`src/rtl/hazard_pkg.sv`:
```
// Shared definitions for the pipeline hazard sequencer and the Control unit:
// sequencer state encoding and the RV32I major opcodes Control decodes.
package hazard_pkg;

  typedef enum logic {
    ST_RUN      = 1'b0,
    ST_MEM_WAIT = 1'b1
  } state_t;

  localparam logic [6:0] OP_LOAD   = 7'b0000011;
  localparam logic [6:0] OP_STORE  = 7'b0100011;
  localparam logic [6:0] OP_BRANCH = 7'b1100011;
  localparam logic [6:0] OP_RTYPE  = 7'b0110011;

endpackage

```
`src/rtl/hazard_perf_cnt.sv`:
```
// Stall and flush performance counters: two independently enabled CNT_W-bit
// counters that wrap naturally and share one synchronous clear.
module hazard_perf_cnt #(
  parameter int CNT_W = 32
) (
  input  logic             clk,
  input  logic             clear,
  input  logic             stall_en,
  input  logic             flush_en,
  output logic [CNT_W-1:0] stall_cnt,
  output logic [CNT_W-1:0] flush_cnt
);

  // NOTE: sequential state uses non-blocking assignments so every register
  // samples pre-edge values regardless of process evaluation order.
  always_ff @(posedge clk) begin
    if (clear) begin
      stall_cnt <= '0;
      flush_cnt <= '0;
    end else begin
      if (stall_en) stall_cnt <= stall_cnt + 1'b1;
      if (flush_en) flush_cnt <= flush_cnt + 1'b1;
    end
  end

endmodule

```
`src/rtl/pipeline_hazard_ctrl.sv`:
```
// Stall/flush sequencer beside ID: load-use bubbles, whole-pipe freeze during
// slow data-memory accesses with timeout abort, and IF/ID flush on taken branches.
module pipeline_hazard_ctrl
  import hazard_pkg::*;
#(
  parameter int MEM_TIMEOUT = 255,
  parameter int TMO_W       = 8,
  parameter int CNT_W       = 32
) (
  input  logic             clk_i,
  input  logic             rst_i,
  input  logic [4:0]       ID_rs1_i,
  input  logic [4:0]       ID_rs2_i,
  input  logic [4:0]       EX_rd_i,
  input  logic             EX_MemRead_i,
  input  logic             branch_inst_i,
  input  logic             branch_taken_i,
  input  logic             mem_valid_i,
  input  logic             dmem_ack_i,
  output logic             PCWrite_o,
  output logic             IFIDWrite_o,
  output logic             noop_o,
  output logic             flush_o,
  output logic             pipe_stall_o,
  output logic             dmem_req_o,
  output logic             err_o,
  output logic [CNT_W-1:0] stall_cnt_o,
  output logic [CNT_W-1:0] flush_cnt_o
);

  // Last counter value at which a further unacknowledged cycle still fits the budget.
  localparam logic [TMO_W-1:0] TMO_LAST = TMO_W'(MEM_TIMEOUT - 1);

  state_t           state, state_nxt;
  logic [TMO_W-1:0] wait_cnt, wait_cnt_nxt;
  logic             err_q, err_nxt;
  logic             lu;

  // NOTE: every signal driven here gets a default first, so no path through
  // the block leaves a value held and no latch is inferred.
  always_comb begin
    state_nxt    = state;
    wait_cnt_nxt = wait_cnt;
    err_nxt      = err_q;

    lu = EX_MemRead_i && (EX_rd_i != 5'd0) &&
         ((EX_rd_i == ID_rs1_i) || (EX_rd_i == ID_rs2_i));

    dmem_req_o   = (state == ST_MEM_WAIT) || mem_valid_i;
    pipe_stall_o = dmem_req_o && !dmem_ack_i;

    unique case (state)
      ST_RUN: begin
        if (mem_valid_i && !dmem_ack_i) begin
          state_nxt    = ST_MEM_WAIT;
          wait_cnt_nxt = TMO_W'(1);
        end
      end
      ST_MEM_WAIT: begin
        if (dmem_ack_i) begin
          state_nxt = ST_RUN;
        end else begin
          wait_cnt_nxt = wait_cnt + 1'b1;
          if (wait_cnt >= TMO_LAST) begin
            state_nxt = ST_RUN;
            err_nxt   = 1'b1;
          end
        end
      end
      default: state_nxt = ST_RUN;
    endcase

    PCWrite_o   = 1'b1;
    IFIDWrite_o = 1'b1;
    noop_o      = 1'b0;
    flush_o     = branch_inst_i && branch_taken_i;
    if (!rst_i) begin
      // Hold fetch and feed bubbles while reset is asserted; abandon any access.
      PCWrite_o    = 1'b0;
      IFIDWrite_o  = 1'b0;
      noop_o       = 1'b1;
      flush_o      = 1'b0;
      dmem_req_o   = 1'b0;
      pipe_stall_o = 1'b0;
    end else if (pipe_stall_o) begin
      PCWrite_o   = 1'b0;
      IFIDWrite_o = 1'b0;
      flush_o     = 1'b0;
    end else if (lu) begin
      PCWrite_o   = 1'b0;
      IFIDWrite_o = 1'b0;
      noop_o      = 1'b1;
      flush_o     = 1'b0;
    end
  end

  always_ff @(posedge clk_i) begin
    if (!rst_i) begin
      state    <= ST_RUN;
      wait_cnt <= '0;
      err_q    <= 1'b0;
    end else begin
      state    <= state_nxt;
      wait_cnt <= wait_cnt_nxt;
      err_q    <= err_nxt;
    end
  end

  assign err_o = err_q;

  hazard_perf_cnt #(
    .CNT_W(CNT_W)
  ) u_perf (
    .clk      (clk_i),
    .clear    (!rst_i),
    .stall_en (noop_o || pipe_stall_o),
    .flush_en (flush_o),
    .stall_cnt(stall_cnt_o),
    .flush_cnt(flush_cnt_o)
  );

endmodule

```
`config.mk`:
```
export PLATFORM = sky130hd
export DESIGN_NAME = pipeline_hazard_ctrl
export DESIGN_NICKNAME = d
export VERILOG_FILES = /design/src/rtl/hazard_pkg.sv /design/src/rtl/hazard_perf_cnt.sv /design/src/rtl/pipeline_hazard_ctrl.sv
export SDC_FILE = /design/constraint.sdc
export NUM_CORES = 1
export LEC_CHECK = 0
export CAP_MARGIN = 10
export CORE_MARGIN = 2
export CORE_UTILIZATION = 40
export DETAILED_ROUTE_END_ITERATION = 6
export PLACE_DENSITY = 0.66
export SLEW_MARGIN = 20
export SYNTH_ARGS = -nofsm -noshare
export SYNTH_HDL_FRONTEND = slang
export SYNTH_SLANG_ARGS = --single-unit
```
`constraint.sdc`:
```
create_clock -name clk_i -period 2.9 [get_ports clk_i]
set_input_delay 0.435 -clock clk_i [delete_from_list [all_inputs] [get_ports clk_i]]
set_output_delay 0.435 -clock clk_i [all_outputs]
set_load 0.01 [all_outputs]
```
==> results.cfg <==
[run_status]
status = completed

[critical_path]
critical-path-top-delay-family = buffers and inverters
critPathKind = primary input to output port
reg2reg_depth = 6
cp-start-kind = primary input
crit_slowest_cell = or4_1
worst_path_largest_cell_delay_ns = 0.54
cp_max_fo = 6
path_cells = clkdlybuf4s50_1 -> or4_1 -> o21a_4 -> buf_4 -> a21oi_1 -> nor2_1 -> dlygate4sd2_1
cp.arrival_ns = 2.29
cp_num_cells = 7
required_ns = 2.47
crit_path_end_kind = output port
path_buf_inv = 3

[floorplanning]
coreArea_um2 = 9240
die_area_um2 = 10280
io_pins = 93
die_w_um = 101.4
die_h_um = 101.4
initial_core_util_pct = 41.07
rows = 35

[yosys]
synth_edf_count = 0
synth_nets = 493
syn_inst = 467
synthFlopType = dfxtp_1
netlist.top_cell.by_area = dfxtp_1
yosys-top-cells-area = dfxtp_1 (39%), xnor2_1 (5.8%), a21oi_1 (5.4%), nand2_1 (4.9%), nand3_1 (3.6%)
yosysUniqueCellTypes = 48
syn_area_um2 = 3795
ys_warn_count = 0
synth_seq_area_share_pct = 39.04
yosysTopAreaCellShare_pct = 39.04
synth.avg_cell_area_um2 = 8.126
synthArstFlopShare_pct = 0
ys_ff_latch = 74

[grt]
grt_start_max_net_pins = 54
grt.busiest_layer = met2
grtUsageTotal_pct = 20.70
grt_pass1_wl_mm = 17.37
grt_use_met2_pct = 36.27
use_met3_pct = 4.831
overflow = 0
use_met1_pct = 25.65
antenna_found_initial = 0
grt_pass1_vias = 3704

[cts]
h-tree-depth = 3
path_clk_slew_ns = 0.08
postCtsSetupRepairBufs = 0
clock_sinks = 74
numCtsBuffers = 9
clockRootBuffer = clkbuf_8
clockBufferDepth = 2
clk_latency_ns = 0.35
cts_tree = built

[timing]
rsz0062_at_grt = no
finalHoldViolations = 0
fmax_mhz = 367.5
max-slew-margin-rel_pct = 58.53
worst_pin_slew_ns = 0.6064
slew_violations = 0
fin_ws_ns = 0.1787
min_period_ns = 2.721
setup_violations = 0
tns_ns = 0
fin_crit_sh_pct = 93.84
clock_skew_ns = 0.01488

[placed_design]
gp_congestion = 0.8417
dp.cells = 687
post-place-ws_ns = -0.1132
port_buffers = 92
dpl_cell_area_um2 = 4987
place_hpwl_mm = 7.447

[power_and_ir_drop]
p_leak_nw = 1.692
vdd_drop_max_v = 0.0002512
powerDensity_nw_per_um2 = 378.7

[drt]
wl_per_cell_um = 14.90
drc = 0
viasPerCell = 5.451
dr.pass1.iters = 4
routed-via-count = 3832
routed_wl_mm = 10.48
ant_nets = 0
drt_iter0_markers = 127

[final_layout]
syn_to_final_growth_pct = 36.66
drive_gt1_share_pct = 8.885
antenna_cells = 0
fin_nets = 595
final_cells = 703
post-route-util_pct = 56.13
design_area_um2 = 5186

[hold_path]
worstHoldPathCells = 2
hp-class = flop to flop

[flow_run]
drv_cap = 0
[worst min-delay path, delay by kind of cell, from the launching register on]
family | cells | cell delay (ns)
compound gates | 1 | 0.04
flops | 1 | 0.34
simple gates | 1 | 0.07
[metal layers]
layer | part of all wire, % | routed length, µm | vias up
met2 | 49 | 5179 | 86
li1 | - | - | 1912
met1 | 45 | 4677 | 1820
met4 | 1.4 | 151 | 0
met5 | 0 | 0 | -
met3 | 4.5 | 469 | 14
[cells in the final DEF (no fill, tap or decap), types with 24 or more instances in the layout]
master | Yosys | final
clkdlybuf4s50_1 | 0 | 88
dfxtp_1 | 74 | 74
nand2_1 | 50 | 50
a21oi_1 | 41 | 40
nand3_1 | 27 | 27
o21ai_0 | 26 | 26
nor2_1 | 26 | 26
xnor2_1 | 25 | 25
buf_4 | 1 | 24
[state kept, by name (all words and copies together), names as in the netlist]
name              count
err_o                 1
state                 1
u_perf.flush_cnt     32
u_perf.stall_cnt     32
wait_cnt              8
[layout make-up]
class / count / area, µm²
Inverter: 16 / 60.06
Multi-Input combinational cell: 350 / 2158
Sequential cell: 74 / 1481
Clock buffer: 12 / 155.1
Fill cell: 889 / 4054
Timing Repair Buffer: 118 / 1144
Tap cell: 129 / 161.4
Clock inverter: 4 / 26.28
[stage by stage]
| step | total power [mW] | hold WS, ns |
|---|---|---|
| floorplan | 1.139 | 0.4335 |
| global placement | 1.234 | 0.4556 |
| detailed placement | 1.236 | 0.4596 |
| CTS | 1.987 | 0.4761 |
| global route | 2.043 | 0.5158 |
| finish | 1.964 | 0.4821 |
[cell families (layout without fill, tap and decap cells)]
logic type	after synthesis	in the layout	synth area share, %
XOR/XNOR	27	27	6.232
adder cells (fa/ha/maj)	4	4	1.319
buffers and inverters	43	150	4.747
multiplexers	10	10	2.638
AND/OR/NAND/NOR	193	193	26.97
AO/OA/AOI/OAI	116	116	19.06
flip-flops	74	74	39.04
[report_power, final]
group | switching [mW] | total [mW] | internal, mW
registers | 0.0102 | 1.03 | 1.02
logic | 0.0913 | 0.179 | 0.0877
clock network | 0.396 | 0.752 | 0.357
[cell usage after synthesis, drive strengths merged, types with 3 or more instances]
cell	number
dfxtp	74
nand2	50
a21oi	41
nand3	27
nor2	26
o21ai	26
xnor2	25
clkbuf	18
nand4	17
o31ai	17
inv	16
or3	16
or4	15
and3	10
mux2i	10
buf	9
a211oi	7
a2111oi	6
nand2b	6
nor3	6
and4	5
and2	4
ha	4
nor4	4
a21o	3
o21a	3
[timing repair]
action | in CTS | in global routing
gates resized for setup | 5 | 2
pin swaps | 0 | 0
hold buffers | 0 | 0
setup endpoints to repair | 3 | 2
[worst paths after layout]
kind	slack [ns]	end	start
worst max register to register	0.28	u_perf.flush_cnt[24]	u_perf.flush_cnt[4]
worst min-delay path	0.48	err_o	err_o
worst max-delay path	0.18	noop_o	EX_rd_i[1]
worst min register to register	0.48	err_o	err_o
No activity file was read; power rests on OpenSTA's default activity.
